<file path="src/rtl/booth_mac_pipe.sv">
// booth_mac_pipe: 3-stage signed multiply-accumulate pipeline with a radix-4 Booth multiplier.
//   S1 registers the Booth partial products.
//   S2 registers the carry-save reduced, carry-propagate added product.
//   S3 registers the accumulate/pass result, the accumulator and the sticky overflow flag.
// A single valid/ready handshake governs the whole pipe. A held output freezes every stage.
// Optional feature: define BOOTH_MAC_SAT_EN to saturate overflowing accumulates.
// Without it, overflowing accumulates wrap modulo 2^ACC_WIDTH.
// Overflow is flagged in both modes.
module booth_mac_pipe #(
    parameter int unsigned WIDTH     = 8,
    parameter int unsigned ACC_WIDTH = 24
) (
    input  logic                 clk,
    input  logic                 rst_n,
    input  logic                 in_valid,
    output logic                 in_ready,
    input  logic [WIDTH-1:0]     a,
    input  logic [WIDTH-1:0]     b,
    input  logic                 acc_en,
    input  logic                 clr,
    output logic                 out_valid,
    input  logic                 out_ready,
    output logic [ACC_WIDTH-1:0] result,
    output logic                 overflow
);

    localparam int unsigned NPP = WIDTH / 2;   // number of Booth partial products
    localparam int unsigned PPW = WIDTH + 2;   // partial product width (covers +/-2a)
    localparam int unsigned PW  = 2 * WIDTH;   // exact product width

    localparam logic [ACC_WIDTH-1:0] ACC_MAX = {1'b0, {(ACC_WIDTH-1){1'b1}}};
    localparam logic [ACC_WIDTH-1:0] ACC_MIN = {1'b1, {(ACC_WIDTH-1){1'b0}}};

    // Each partial product's sign bit is inverted so that rows can be added as unsigned values.
    // This constant subtracts the 2^(PPW-1) bias that the inversion adds at each row's weight.
    function automatic logic [PW-1:0] sign_const();
        logic [PW-1:0] c;
        c = '0;
        for (int unsigned i = 0; i < NPP; i++) begin
            c = c - (PW'(1) << (PPW - 1 + 2 * i));
        end
        return c;
    endfunction

    localparam logic [PW-1:0] SIGN_CONST = sign_const();

    // Pipeline-wide stall: the held output blocks every stage.
    logic stall;

    // S1 state
    logic                     s1_valid_q,  s1_valid_d;
    logic                     s1_acc_en_q, s1_acc_en_d;
    logic                     s1_clr_q,    s1_clr_d;
    logic [NPP-1:0][PPW-1:0]  pp_q,        pp_d;

    // S2 state
    logic                     s2_valid_q,  s2_valid_d;
    logic                     s2_acc_en_q, s2_acc_en_d;
    logic                     s2_clr_q,    s2_clr_d;
    logic [PW-1:0]            prod_q,      prod_d;

    // S3 state
    logic                     s3_valid_q,  s3_valid_d;
    logic [ACC_WIDTH-1:0]     acc_q,       acc_d;
    logic [ACC_WIDTH-1:0]     result_q,    result_d;
    logic                     ovf_q,       ovf_d;

    assign stall     = s3_valid_q & ~out_ready;
    assign in_ready  = ~stall;
    assign out_valid = s3_valid_q;
    assign result    = result_q;
    assign overflow  = ovf_q;

    // S1: radix-4 Booth recoding of b; each digit selects 0, +/-a or +/-2a.
    always_comb begin
        logic [WIDTH:0]   b_ext;
        logic [PPW-1:0]   a1;
        logic [PPW-1:0]   a2;
        logic [2:0]       trip;
        s1_valid_d  = s1_valid_q;
        s1_acc_en_d = s1_acc_en_q;
        s1_clr_d    = s1_clr_q;
        pp_d        = pp_q;
        b_ext       = {b, 1'b0};
        a1          = PPW'(signed'(a));
        a2          = a1 << 1;
        trip        = '0;
        if (!stall) begin
            s1_valid_d  = in_valid;
            s1_acc_en_d = acc_en;
            s1_clr_d    = clr;
            for (int unsigned i = 0; i < NPP; i++) begin
                trip = b_ext[2*i +: 3];
                case (trip)
                    3'b001, 3'b010: pp_d[i] = a1;
                    3'b011:         pp_d[i] = a2;
                    3'b100:         pp_d[i] = -a2;
                    3'b101, 3'b110: pp_d[i] = -a1;
                    default:        pp_d[i] = '0;
                endcase
            end
        end
    end

    // S2: carry-save reduction of the biased partial-product rows, then one carry-propagate add.
    always_comb begin
        logic [PW-1:0] sum;
        logic [PW-1:0] carry;
        logic [PW-1:0] row;
        logic [PW-1:0] maj;
        s2_valid_d  = s2_valid_q;
        s2_acc_en_d = s2_acc_en_q;
        s2_clr_d    = s2_clr_q;
        prod_d      = prod_q;
        sum         = SIGN_CONST;
        carry       = '0;
        row         = '0;
        maj         = '0;
        // Carry bits shifted out past PW only drop multiples of 2^PW, so the product stays exact.
        for (int unsigned i = 0; i < NPP; i++) begin
            row   = PW'({~pp_q[i][PPW-1], pp_q[i][PPW-2:0]}) << (2 * i);
            maj   = (sum & carry) | (sum & row) | (carry & row);
            sum   = sum ^ carry ^ row;
            carry = maj << 1;
        end
        if (!stall) begin
            s2_valid_d  = s1_valid_q;
            s2_acc_en_d = s1_acc_en_q;
            s2_clr_d    = s1_clr_q;
            prod_d      = sum + carry;
        end
    end

    // S3: accumulate or pass the product through, and track sticky signed overflow.
    always_comb begin
        logic [ACC_WIDTH-1:0] prod_ext;
        logic [ACC_WIDTH-1:0] acc_base;
        logic [ACC_WIDTH-1:0] acc_sum;
        logic [ACC_WIDTH-1:0] acc_next;
        logic                 add_ovf;
        logic                 ovf_base;
        s3_valid_d = s3_valid_q;
        acc_d      = acc_q;
        result_d   = result_q;
        ovf_d      = ovf_q;
        prod_ext   = ACC_WIDTH'(signed'(prod_q));
        acc_base   = s2_clr_q ? '0 : acc_q;
        ovf_base   = s2_clr_q ? 1'b0 : ovf_q;
        acc_sum    = acc_base + prod_ext;
        add_ovf    = (acc_base[ACC_WIDTH-1] == prod_ext[ACC_WIDTH-1]) &&
                     (acc_sum[ACC_WIDTH-1] != acc_base[ACC_WIDTH-1]);
`ifdef BOOTH_MAC_SAT_EN
        if (add_ovf) begin
            acc_next = acc_base[ACC_WIDTH-1] ? ACC_MIN : ACC_MAX;
        end else begin
            acc_next = acc_sum;
        end
`else
        acc_next   = acc_sum;
`endif
        if (!stall) begin
            s3_valid_d = s2_valid_q;
            if (s2_valid_q) begin
                if (s2_acc_en_q) begin
                    acc_d    = acc_next;
                    result_d = acc_next;
                    ovf_d    = ovf_base | add_ovf;
                end else begin
                    acc_d    = acc_base;
                    result_d = prod_ext;
                    ovf_d    = ovf_base;
                end
            end
        end
    end

    // All pipeline registers; reset discards in-flight beats and clears the accumulator.
    always_ff @(posedge clk or negedge rst_n) begin
        if (!rst_n) begin
            s1_valid_q  <= 1'b0;
            s1_acc_en_q <= 1'b0;
            s1_clr_q    <= 1'b0;
            pp_q        <= '0;
            s2_valid_q  <= 1'b0;
            s2_acc_en_q <= 1'b0;
            s2_clr_q    <= 1'b0;
            prod_q      <= '0;
            s3_valid_q  <= 1'b0;
            acc_q       <= '0;
            result_q    <= '0;
            ovf_q       <= 1'b0;
        end else begin
            s1_valid_q  <= s1_valid_d;
            s1_acc_en_q <= s1_acc_en_d;
            s1_clr_q    <= s1_clr_d;
            pp_q        <= pp_d;
            s2_valid_q  <= s2_valid_d;
            s2_acc_en_q <= s2_acc_en_d;
            s2_clr_q    <= s2_clr_d;
            prod_q      <= prod_d;
            s3_valid_q  <= s3_valid_d;
            acc_q       <= acc_d;
            result_q    <= result_d;
            ovf_q       <= ovf_d;
        end
    end

endmodule
</file>
<file path="config.mk">
export PLATFORM = sky130hd
export DESIGN_NAME = booth_mac_pipe
export DESIGN_NICKNAME = d
export VERILOG_FILES = /design/src/rtl/booth_mac_pipe.sv
export SDC_FILE = /design/constraint.sdc
export NUM_CORES = 1
export LEC_CHECK = 0
export CAP_MARGIN = 30
export CORE_MARGIN = 1
export CORE_UTILIZATION = 50
export CTS_BUF_LIST = sky130_fd_sc_hd__clkbuf_8 sky130_fd_sc_hd__clkbuf_16
export CTS_CLUSTER_SIZE = 30
export DETAILED_ROUTE_END_ITERATION = 12
export GPL_TIMING_DRIVEN = 0
export PLACE_DENSITY = 0.68
export SETUP_SLACK_MARGIN = 0.2
export SYNTH_ARGS = -nofsm -noshare
export SYNTH_HDL_FRONTEND = slang
export SYNTH_SLANG_ARGS = --single-unit
</file>
<file path="constraint.sdc">
create_clock -name clk -period 4.19 [get_ports clk]
set_input_delay 0.838 -clock clk [delete_from_list [all_inputs] [get_ports clk]]
set_output_delay 0.838 -clock clk [all_outputs]
set_load 0.005 [all_outputs]
</file>
==> qor_table.md <==
| Parameter | Reported | Unit |
| --- | --- | --- |
| Run status | completed | - |
| Number of nets in the final layout | 1102 | - |
| Number of warnings issued by yosys | 0 | - |
| Total power draw | 6.35 | mW |
| Fraction of power spent switching nets | 0.434 | - |
| Core occupancy in the finished layout | 0.582 | - |
| Clock root buffer master | clkbuf_16 | - |
| Cell family with the largest share of critical-path delay | buffers and inverters | - |
| Number of placement rows | 46 | - |
| Via count | 7212 | - |
| Clock tree from TritonCTS | yes | - |
| Syn Nets | 1045 | - |
| Largest family of logic cells by synthesized area | compound AO/OA/AOI/OAI gates | - |
| Mean post-synth cell area | 8.57 | sq um |
| Initial detailed-routing violation count | 577 | - |
| Placer congestion estimate | 0.977 | - |
| Post-CTS Repair Setup Buffers | 0 | - |
| Starting density of the core | 0.516 | - |
| Power per cell area | 684 | nW/um^2 |
| Design internal power | 3.60 | mW |
| Avg WL per Cell | 17.6 | microns |
| Number of buffers on the longest clock path | 2 | - |
| TritonCTS Sinks | 112 | - |
| Antenna violations before repair | 0 | - |
| Filler-free cell count of the finished design | 1237 | - |
| Fmax achieved | 262 | MHz |
| Part of the power in combinational logic | 0.582 | - |
| Ports placed on the boundary | 49 | - |
| Placed wire-length estimate after detailed placement | 16600 | microns |
| Synth Area in XOR/XNOR | 0.0563 | - |
| Register share of total power | 0.275 | - |
| Number of buffers added by the clock tree synthesis step | 9 | - |
| Area growth from synthesis to layout | 12.8 | % |
| Critical Path Slowest Stage Cell | clkdlybuf4s50_1 | - |
| Synth top area share | 0.341 | - |
| Critical Path RT | 3350 | ps |
| Portion of netlist area occupied by mux cells | 0.0297 | - |
| Sum Neg Setup Slack | 0 | ps |
| Slack of the worst reg-to-reg path | 440 | ps |
| Fin. max-slew vios | 0 | - |
| Finished layout cell area | 9280 | sq um |
| Final Setup Violations | 0 | - |
| Drc violations | 0 | - |
| Placeable core region | 15900 | sq um |
| Compound-Gate Fraction of Synth Area | 0.226 | - |
| Largest incremental delay on the critical path | 550 | ps |
| Number of inserted filler cells in the final layout | 1487 | - |
| Post-Route WL | 21800 | microns |
| Overall die width | 130 | microns |
| Number of distinct standard cells referenced by the synthesized netlist | 76 | - |
| Post-Synth Adder-Cell Area | 0.114 | - |
| Vias in the first global route | 6778 | - |
| Placed instance area | 8970 | sq um |
| Reg clk slew, reported paths | 70 | ps |
| Max_cap viols | 0 | - |
| Post-synthesis sequential area ratio | 0.341 | - |
| Leakage power figure | 4.19 | nW |
| Antenna viol nets, final | 0 | - |
| Crit Path Class | in2out | - |
| Clock share of power | 0.142 | - |
| Max FO, Critical Path | 10 | - |
| EDFF count, synth | 0 | - |
| Final critical delay including setup and external delays | 3820 | ps |
| Crit end category | output port | - |
| Arrival time of the worst setup path | 2980 | ps |
| Path type of the worst min-delay path | in2async | - |
| Rel. slew slack | 0.411 | - |
| Chip height | 130 | microns |
| Buffer and inverter count on the worst path | 6 | - |
| Unrepaired setup endpoints after global routing | no | - |
| Worst-margin pin slew | 884 | ps |
| Pin count of the biggest net entering global routing | 83 | - |
| Worst IR Drop VDD | 0.314 | mV |
| Total Routing Usage GR | 0.275 | - |
| Clock latency reported for the late side of the worst-skew pair | 370 | ps |
| Total of buffers placed on input and output ports | 44 | - |
| Wire length of the first global-routing pass | 35500 | microns |
| Share of the cycle needed by the critical path after routing | 0.911 | - |
| Top cells by area, synth | dfrtp_1, ha_1, nand2_1 | - |
| Count of placed standard cells including taps | 1221 | - |
| Cells along the critical path | clkdlybuf4s50_1 > nor2b_1 > clkbuf_1 > inv_1 > clkbuf_1 > clkbuf_2 > clkdlybuf4s50_1 | - |
| Post-synthesis share of cell area spent on and, or, nand and nor gates | 0.174 | - |
| Remaining global-route overflow | 0 | - |
| Total Die Area | 17000 | sq um |
| Share of layout cells above drive strength 1 | 0.0490 | - |
| Startpoint Class | input pin | - |
| Clock tree skew after final layout | 13.4 | ps |
| Worst hold-check slack | 342 | ps |
| Switching power | 2.75 | mW |
| H-tree lvl count | 3 | - |
| Combined area of all synthesized cells | 8220 | sq um |
| Synth Flop Type | dfrtp_1 | - |
| Cell count after synthesis | 959 | - |
| Flip-flop and latch count after synthesis | 112 | - |
| Final Hold Fails | 0 | - |
| Diodes inserted | 0 | - |
| Pre-CTS setup slack | 180 | ps |
| Vias per cell | 5.83 | - |
| Cell type with the largest total area after synthesis | dfrtp_1 | - |
| Count of TritonRoute iterations in the first routing pass | 5 | - |
| Synth async-reset ratio | 1.00 | - |
| Setup slack after layout | 373 | ps |
==> final timing paths <==
path,startpoint,endpoint,cells after the start
min reg2reg,pp_q[0]$_DFFE_PN0N_,pp_q[0]$_DFFE_PN0N_,2
min in group clk,pp_q[0]$_DFFE_PN0N_,pp_q[0]$_DFFE_PN0N_,2
max reg2reg,pp_q[14]$_DFFE_PN0N_,prod_q[15]$_DFFE_PN0N_,14
max,out_ready,in_ready,7
min,rst_n,acc_q[4]$_DFFE_PN0P_,1
max in group asynchronous,rst_n,pp_q[34]$_DFFE_PN0N_,2
==> synthesized netlist by cell type (7+ instances only) <==
cell type and count:
nand2_1 138, dfrtp_1 112, o21ai_0 85, nor2_1 65, a21oi_1 62, inv_1 59
ha_1 46, clkbuf_1 44, xnor2_1 41, nor2b_1 35, a22o_1 25, mux2i_1 21
fa_1 18, o22ai_1 14, a31oi_1 13, a21o_1 12, nand2b_1 10, xor2_1 10
nor3_1 9, a221oi_1 8, buf_1 8, nor3b_1 8, nand3_1 7, or3_1 7
==> cells in the final DEF, fill, tap and decap left out, types with 5 or more instances in the layout <==
cell               n
clkdlybuf4s50_1   43
nor3_1             9
a211o_1            5
or3_1              7
buf_1              8
nor2b_1           35
a221oi_1           8
buf_2              6
clkbuf_16          9
a22oi_1            6
a21oi_1           62
o21ai_0           85
a22o_1            25
dfrtp_1          112
mux2i_1           21
a21o_1            12
nand4_1            5
inv_1             59
nand2_1          138
nor3b_1            8
fa_1              18
clkbuf_1          42
a31oi_1           13
xor2_1            10
o22ai_1           14
nand3_1            7
xnor2_1           41
and3_1             5
nor2_1            65
a211oi_1           5
nand2b_1          10
ha_1              46
==> layout make-up <==
type / count / area (sq um) / area share
tap: 216 / 270 / 0.0291
clock inverter: 7 / 75.1 / 0.00809
multi-input combinational: 726 / 4940 / 0.533
buffer: 61 / 264 / 0.0285
timing repair buffer: 46 / 474 / 0.0511
inverter: 60 / 225 / 0.0243
sequential: 112 / 2800 / 0.302
clock buffer: 9 / 225 / 0.0243
==> routing by layer <==
layer	share of wire	wire, microns	vias up	track usage
met1	0.44	9640	3446	0.366
li1	-	-	3472	-
met4	0.035	769	0	0.127
met3	0.047	1030	50	0.0287
met2	0.48	10400	244	0.453
met5	0	0	-	0
==> power groups by stage <==
stage / registers (mW) / clock network [mW] / logic, mW
detailed placement: 1.77 / 0 / 3.67
floorplan: 1.70 / 0 / 2.70
CTS: 1.75 / 0.915 / 3.69
global placement: 1.76 / 0 / 3.59
global route: 1.80 / 0.958 / 4.18
finish: 1.75 / 0.904 / 3.70
==> state kept, by name, indices dropped and copies added (netlist names), 16 cells and up <==
signal  cells
acc_q      24
pp_q       40
result     24
prod_q     16
==> repair_timing <==
item | CTS | global route
hold buffers | 0 | 0
resized for setup | 1 | 3
endpoints found under the setup margin | 1 | 4
cloned | 0 | 0
==> logic make-up after synthesis <==
family,count (synthesis)
AOI/OAI and AO/OA,280
adders and majority gates,64
muxes,23
xor gates and xnor gates,52
and+or+nand+nor,307
buffers and inverters,121
DFF,112
Power figures use the tool's default switching activity.
